--- config.mk ---
export PLATFORM = sky130hd
export DESIGN_NAME = edge_filter_sequencer
export DESIGN_NICKNAME = d
export VERILOG_FILES = /design/src/rtl/edge_filter_sequencer.sv
export SDC_FILE = /design/constraint.sdc
export NUM_CORES = 1
export LEC_CHECK = 0
export ABC_AREA = 0
export CAP_MARGIN = 10
export CORE_MARGIN = 2
export CORE_UTILIZATION = 35
export DETAILED_ROUTE_END_ITERATION = 8
export HOLD_SLACK_MARGIN = 0.15
export PLACE_DENSITY = 0.69
export SLEW_MARGIN = 25
export SYNTH_ARGS = -nofsm -noshare
export SYNTH_HDL_FRONTEND = slang
export SYNTH_SLANG_ARGS = --single-unit
--- constraint.sdc ---
create_clock -name clk -period 5.6 [get_ports clk]
set_input_delay 0.56 -clock clk [delete_from_list [all_inputs] [get_ports clk]]
set_output_delay 0.56 -clock clk [all_outputs]
set_load 0.01 [all_outputs]
--- src/rtl/edge_filter_sequencer.sv ---
// edge_filter_sequencer: fetches 3x3 RGB windows, waits out the filter latency and writes each result.
// Optional EDGE_SEQ_BORDER_ZERO_EN: full-frame raster, border pixels written as zero without fetching.
module edge_filter_sequencer #(
    parameter int IMG_W = 8,
    parameter int IMG_H = 8,
    parameter int ADDR_W = 16,
    parameter logic [ADDR_W-1:0] RD_BASE = '0,
    parameter logic [ADDR_W-1:0] WR_BASE = ADDR_W'(16'h8000),
    parameter int FILTER_LAT = 2
) (
    input  logic              clk,
    input  logic              n_rst,
    input  logic              start,
    output logic              busy,
    output logic              done,
    output logic              rd_req,
    output logic [ADDR_W-1:0] rd_addr,
    input  logic              rd_ack,
    input  logic [23:0]       rd_data,
    output logic [71:0]       red_win,
    output logic [71:0]       green_win,
    output logic [71:0]       blue_win,
    input  logic [23:0]       pixel_data,
    output logic              wr_req,
    output logic [ADDR_W-1:0] wr_addr,
    output logic [23:0]       wr_data,
    input  logic              wr_ack
);
    localparam int CW = $clog2(IMG_W > IMG_H ? IMG_W : IMG_H) + 1;
    localparam int LW = $clog2(FILTER_LAT + 1);
`ifdef EDGE_SEQ_BORDER_ZERO_EN
    localparam int LO = 0;
    localparam int HI_X = IMG_W - 1;
    localparam int HI_Y = IMG_H - 1;
`else
    localparam int LO = 1;
    localparam int HI_X = IMG_W - 2;
    localparam int HI_Y = IMG_H - 2;
`endif

    typedef enum logic [2:0] {S_IDLE, S_FETCH, S_WAIT, S_WRITE, S_NEXT, S_DONE} state_t;

    state_t            r_state, w_next;
    logic [CW-1:0]     r_x, r_y, w_tx, w_ty, w_ax, w_ay;
    logic [3:0]        r_k;
    logic [1:0]        w_kr, w_kc;
    logic [LW-1:0]     r_cnt;
    logic              r_rd_req;
    logic [ADDR_W-1:0] r_rd_addr, r_wr_addr, w_rd_addr, w_wr_addr;
    logic [23:0]       r_wr_data;
    logic [71:0]       r_red, r_grn, r_blu;
    logic              w_last, w_tb, w_load, w_rd_hit, w_lat_hit;

    assign w_rd_hit  = (r_state == S_FETCH) && r_rd_req && rd_ack;
    assign w_lat_hit = (r_cnt == LW'(FILTER_LAT));
    assign w_load    = (r_state == S_IDLE && start) || (r_state == S_NEXT && !w_last);

    // Target of the next raster step; from IDLE it is the first pixel of the frame.
    always_comb begin
        w_last = 1'b0;
        w_tx = CW'(LO);
        w_ty = CW'(LO);
        if (r_state == S_NEXT) begin
            if (r_x < CW'(HI_X)) begin
                w_tx = r_x + CW'(1);
                w_ty = r_y;
            end else if (r_y < CW'(HI_Y)) begin
                w_ty = r_y + CW'(1);
            end else begin
                w_last = 1'b1;
            end
        end
    end

`ifdef EDGE_SEQ_BORDER_ZERO_EN
    assign w_tb = (w_tx == '0) || (w_ty == '0) || (w_tx == CW'(IMG_W - 1)) || (w_ty == CW'(IMG_H - 1));
`else
    assign w_tb = 1'b0;
`endif

    assign w_kr = (r_k >= 4'd6) ? 2'd2 : (r_k >= 4'd3) ? 2'd1 : 2'd0;
    assign w_kc = 2'(r_k - {2'b00, w_kr} * 4'd3);
    assign w_rd_addr = RD_BASE + (ADDR_W'(r_y) + ADDR_W'(w_kr) - ADDR_W'(1)) * ADDR_W'(IMG_W)
                     + ADDR_W'(r_x) + ADDR_W'(w_kc) - ADDR_W'(1);
    assign w_ax = (r_state == S_WAIT) ? r_x : w_tx;
    assign w_ay = (r_state == S_WAIT) ? r_y : w_ty;
    assign w_wr_addr = WR_BASE + ADDR_W'(w_ay) * ADDR_W'(IMG_W) + ADDR_W'(w_ax);

    always_ff @(posedge clk or negedge n_rst) begin
        if (!n_rst) r_state <= S_IDLE;
        else        r_state <= w_next;
    end

    always_comb begin
        w_next = r_state;
        unique case (r_state)
            S_IDLE:  if (start) w_next = w_tb ? S_WRITE : S_FETCH;
            S_FETCH: if (w_rd_hit && r_k == 4'd8) w_next = S_WAIT;
            S_WAIT:  if (w_lat_hit) w_next = S_WRITE;
            S_WRITE: if (wr_ack) w_next = S_NEXT;
            S_NEXT:  w_next = w_last ? S_DONE : w_tb ? S_WRITE : S_FETCH;
            S_DONE:  w_next = S_IDLE;
            default: w_next = S_IDLE;
        endcase
    end

    always_comb begin
        busy   = (r_state == S_FETCH) || (r_state == S_WAIT) || (r_state == S_WRITE) || (r_state == S_NEXT);
        done   = (r_state == S_DONE);
        wr_req = (r_state == S_WRITE);
    end

    // rd_req is re-raised only from a low cycle, which guarantees the gap between reads.
    always_ff @(posedge clk or negedge n_rst) begin
        if (!n_rst) begin
            r_x       <= '0;
            r_y       <= '0;
            r_k       <= '0;
            r_cnt     <= '0;
            r_rd_req  <= 1'b0;
            r_rd_addr <= '0;
            r_wr_addr <= '0;
            r_wr_data <= '0;
            r_red     <= '0;
            r_grn     <= '0;
            r_blu     <= '0;
        end else begin
            if (w_load) begin
                r_x <= w_tx;
                r_y <= w_ty;
                r_k <= '0;
            end
            if (w_load && w_tb) begin
                r_wr_addr <= w_wr_addr;
                r_wr_data <= '0;
            end
            if (r_state == S_FETCH) begin
                if (w_rd_hit) begin
                    r_rd_req <= 1'b0;
                    r_k      <= r_k + 4'd1;
                    r_red[{r_k, 3'b000} +: 8] <= rd_data[23:16];
                    r_grn[{r_k, 3'b000} +: 8] <= rd_data[15:8];
                    r_blu[{r_k, 3'b000} +: 8] <= rd_data[7:0];
                end else if (!r_rd_req) begin
                    r_rd_req  <= 1'b1;
                    r_rd_addr <= w_rd_addr;
                end
            end
            if (r_state == S_WAIT) begin
                r_cnt <= r_cnt + LW'(1);
                if (w_lat_hit) begin
                    r_wr_data <= pixel_data;
                    r_wr_addr <= w_wr_addr;
                end
            end else begin
                r_cnt <= '0;
            end
        end
    end

    assign rd_req    = r_rd_req;
    assign rd_addr   = r_rd_addr;
    assign wr_addr   = r_wr_addr;
    assign wr_data   = r_wr_data;
    assign red_win   = r_red;
    assign green_win = r_grn;
    assign blue_win  = r_blu;
endmodule

==> flow_results.org <==
** CTS
- Buffer count from post-CTS setup fixing :: 0
- The H-tree was split into 2 levels.
- CTS Buf Count :: 34
- Worst skew pair latency :: approximately 0.50 ns
- Counting along the longest clock path gives a buffer depth of 3.
- Clock tree from TritonCTS :: built
- Resize count post-CTS :: 0
- Clock input transition at the sequential cells of the worst setup and hold paths :: 0.05 ns
- CTS placed an instance of sky130_fd_sc_hd__clkbuf_16 at the clock tree root.
- Sink count of the clock tree :: between 200 and 300
- CTS Hold Bufs :: 0

** Synthesis
- Among all flip-flop cells after synthesis, the most frequent one is sky130_fd_sc_hd__dfrtp_1.
- Yosys reg bits :: 279
- By area, the combinational part of the netlist is dominated by multiplexers.
- Mux contribution to synthesized area :: 17.9%
- Fraction of the yosys area taken by sequential cells :: 57.5%
- Yosys mapped a number of flops with a built-in enable equal to 0.
- Post-synthesis instance area :: roughly 0.012 sq mm
- Syn Area/Cell :: 12.4 sq um
- Instance count of the mapped netlist :: about 1000
- For this run, the number of Yosys warnings is 0.
- Of the total synthesized cell area, the portion taken by AND, OR, NAND and NOR gates is around a tenth.
- Distinct cell type count of the synthesized netlist :: 62
- Of the total synthesized cell area, the portion taken by full adders, half adders and majority gates is 2.91%.
- Synth Area in Compound Gates :: 6.28%
- Xor/xnor share of the synthesized area :: 1.00%
- For this run, asynchronously set or reset flops after synthesis account for 100%.

** Worst setup path
- Of all nets on the critical path, the largest fanout is 18.
- The critical path in this run is classified as reg -> reg.
- Required time at the worst-slack endpoint :: just under 6 ns
- At the worst endpoint, the arrival time is 4.48 ns.
- Crit path launch type :: flip-flop
- Setup crit end kind :: flip-flop

** Power
- For this design the static power due to leakage is ~7.8 nW.
- Across the VDD grid, the largest voltage drop is 316 uV.
- Sequential cells burn about 38% of the power.
- Fraction of power consumed by combinational cells :: 30.2%
- Internal Pwr Total :: 4.67 mW
- Dividing total power by cell area gives a power density of around 400 mW/mm^2.
- In this run the power spent charging and discharging nets is 2.01 mW.
- Total power draw :: 6.69 mW
- Clock share of power :: 32.1%
- Net switching is approximately 30% of the power.

** Floorplan
- Effective utilization at floorplan :: 35.3%
- After floorplanning, the core was sized to cover between 0.03 and 0.04 sq mm.
- Measured along the y axis, the die boundary spans about 190 um.
- The floorplan step defined a die boundary enclosing approximately 0.036 sq mm.
- I/O pin total :: 329
- Number of placement rows :: 68
- In this run the horizontal extent of the chip is approximately 190 um.

** STA
- Max-slew headroom at the worst pin :: between 30% and 40%
- Clock Skews :: 0.0173 ns
- The worst path needs 4.13 ns of the cycle, external delays included.
- For this run, the top clock speed supported by timing is 242 MHz.
- Total Negative Setup Slacks :: 0 ns
- Final setup fails :: 0
- The total count of hold-check failures in the final report is 0.
- Final number of max-transition violations :: 0
- At the pin with the least slew margin, the transition time is 0.904 ns.
- Setup repair after global routing left no endpoint under its margin.
- Fraction of the cycle the final worst path needs :: 73.8%

** Detailed routing
- Vias :: ~8.6k
- DR DRC count :: 0
- Number of optimization iterations in the first detailed-route pass :: 4
- The final layout contains routed wiring with a total length of 34200 um.
- Routed wirelength normalized by instance count :: around 19 um
- Via density :: 4.84
- Iter 0 DRT Violations :: 347
- Antenna-violating nets left :: 0

** Final layout
- Summing all multi-input logic gate instances after layout gives 0.00472 sq mm.
- Leaving out fill and tap cells, the most frequent cell in the layout is sky130_fd_sc_hd__clkdlybuf4s50_1.
- Area growth from synthesis to final layout :: 38.3%
- Most used cells in the layout excluding fill and tap cells :: sky130_fd_sc_hd__clkdlybuf4s50_1, sky130_fd_sc_hd__dfrtp_1, sky130_fd_sc_hd__nand2_1
- The post-route netlist has 17.2% of its cells at a drive strength greater than 1.
- Nets :: 1367
- Counting the fill cells in the layout gives 3073.
- FF/Latch Area :: 0.00698 sq mm

** Job
- Maxcap violations :: 0

** GRT
- Gr usage total :: 18.9%
- The total overflow left after global routing is 0.
- Entering global routing, the biggest net connects 124 pins.
- First-pass GRT wire length :: 52900 um
- The initial antenna violation count is 0.
- Vias in the first global route :: slightly below 9k

** Placed design
- Routability-driven placement finished with a final weighted congestion of 0.832.
- IO buf count :: 321
- Once detailed placement completed, the half-perimeter wirelength came to 23700 um.

** Run status
- Run status :: completed

** Hold path
- Hold crit path type :: in -> async
[final timing paths]
| check | end | startpoint | depth (start not counted) | slack [ns] |
|---|---|---|---|---|
| max | rd_addr[7]$_DFFE_PN0P_ | r_k[0]$_DFF_PN0_ | 19 | 1.47 |
| min | red_win[11]$_DFFE_PN0P_ | n_rst | 1 | 0.12 |
| max reg2reg | rd_addr[7]$_DFFE_PN0P_ | r_k[0]$_DFF_PN0_ | 19 | 1.47 |
| min reg2reg | r_cnt[0]$_DFF_PN0_ | r_cnt[0]$_DFF_PN0_ | 1 | 0.42 |
| max in group asynchronous | green_win[68]$_DFFE_PN0P_ | n_rst | 2 | 4.30 |
| min in group clk | r_cnt[0]$_DFF_PN0_ | r_cnt[0]$_DFF_PN0_ | 1 | 0.42 |
[cell type report]
| class | count | area share (%) |
|---|---|---|
| multi-input cells | 615 | 28.1 |
| inverters | 27 | 0.604 |
| well taps | 455 | 3.39 |
| clock inverters | 9 | 0.477 |
| clock buffers | 52 | 6.14 |
| repair buffers | 330 | 19.7 |
| flip-flops and latches | 279 | 41.6 |
| diodes | 1 | 0.0149 |
[state kept, by name, indices dropped and copies added, names as in the netlist, 2 cells and up]
signal and flops:
blue_win 72, green_win 72, r_cnt 2, r_k 4
r_state 3, r_x 4, r_y 4, rd_addr 12
red_win 72, wr_addr 9, wr_data 24
[stage by stage]
| step | area, sq um | instances | utilization [%] | setup slack [ns] | hold WS, ns |
|---|---|---|---|---|---|
| floorplan | 12200 | 982 | - | 1.87 | 0.264 |
| global placement | 15700 | 1706 | 45.6 | 1.60 | 0.412 |
| global route | 16800 | 1767 | 48.8 | 1.06 | 0.202 |
| CTS | 16800 | 1767 | 48.8 | 1.44 | 0.173 |
| detailed placement | 15700 | 1706 | 45.6 | 1.48 | 0.416 |
| finish | 16800 | 1768 | 48.8 | 1.47 | 0.117 |
[Yosys cell counts (3+ instances only)]
library cell	instances	area share, %
sky130_fd_sc_hd__buf_6	10	0.93
sky130_fd_sc_hd__mux2i_1	4	0.33
sky130_fd_sc_hd__nand2_1	154	4.8
sky130_fd_sc_hd__a21oi_1	9	0.37
sky130_fd_sc_hd__buf_4	13	0.80
sky130_fd_sc_hd__o21ai_0	63	2.6
sky130_fd_sc_hd__nand2_4	3	0.28
sky130_fd_sc_hd__nor4_1	3	0.15
sky130_fd_sc_hd__buf_2	11	0.45
sky130_fd_sc_hd__a211oi_1	5	0.31
sky130_fd_sc_hd__ha_1	25	2.6
sky130_fd_sc_hd__nand3_1	8	0.33
sky130_fd_sc_hd__o21ai_1	36	1.5
sky130_fd_sc_hd__mux2_4	60	7.4
sky130_fd_sc_hd__dfrtp_1	279	58
sky130_fd_sc_hd__nor3_2	4	0.33
sky130_fd_sc_hd__nor2_1	25	0.77
sky130_fd_sc_hd__nand2b_1	3	0.15
sky130_fd_sc_hd__nor3b_1	6	0.37
sky130_fd_sc_hd__a21o_1	6	0.37
sky130_fd_sc_hd__xnor2_1	10	0.72
sky130_fd_sc_hd__nor2b_1	4	0.21
sky130_fd_sc_hd__nand4_1	3	0.15
sky130_fd_sc_hd__inv_1	27	0.84
sky130_fd_sc_hd__clkbuf_1	26	0.80
sky130_fd_sc_hd__o211ai_1	3	0.19
sky130_fd_sc_hd__mux2_2	83	7.7
sky130_fd_sc_hd__o21bai_1	3	0.19
sky130_fd_sc_hd__mux2_1	24	2.2
sky130_fd_sc_hd__and2_1	3	0.15
sky130_fd_sc_hd__and3_1	25	1.3
[logic make-up after synthesis]
group	count (synthesis)
AOI/OAI and AO/OA	137
xor gates and xnor gates	13
adders and majority gates	27
buffers and inverters	88
DFF	279
muxes	172
other	1
and+or+nand+nor	259
[critical path: stages (launching register included)]
cell	delay, ns
sky130_fd_sc_hd__dfrtp_1	0.69
sky130_fd_sc_hd__inv_1	0.20
sky130_fd_sc_hd__ha_1	0.24
sky130_fd_sc_hd__nor2_1	0.09
sky130_fd_sc_hd__nor2_1	0.05
sky130_fd_sc_hd__nor2_1	0.19
sky130_fd_sc_hd__o21ai_0	0.17
sky130_fd_sc_hd__inv_1	0.08
sky130_fd_sc_hd__ha_1	0.15
sky130_fd_sc_hd__xnor2_1	0.13
sky130_fd_sc_hd__xnor2_1	0.08
sky130_fd_sc_hd__ha_1	0.27
sky130_fd_sc_hd__inv_1	0.04
sky130_fd_sc_hd__ha_1	0.22
sky130_fd_sc_hd__fa_1	0.44
sky130_fd_sc_hd__a211oi_1	0.32
sky130_fd_sc_hd__o21bai_1	0.18
sky130_fd_sc_hd__mux2i_1	0.21
sky130_fd_sc_hd__xor2_1	0.15
sky130_fd_sc_hd__o21ai_0	0.08
[layer usage]
metal,wire [um],part of all wire (%),GRT usage (%)
met1,14800,43,24.6
met2,16000,47,30.8
met3,2480,7.3,5.31
met4,912,2.7,5.58
met5,0,0,0
[power by group through the flow]
stage / Sequential, mW / Combinational [mW] / Clock [mW]
CTS: 2.52 / 2.04 / 2.22
detailed placement: 2.55 / 2.03 / 0
global route: 2.56 / 2.20 / 2.30
finish: 2.52 / 2.02 / 2.15
global placement: 2.53 / 2.00 / 0
floorplan: 2.64 / 0.939 / 0
Note: power is estimated with default switching activity, not from simulation.
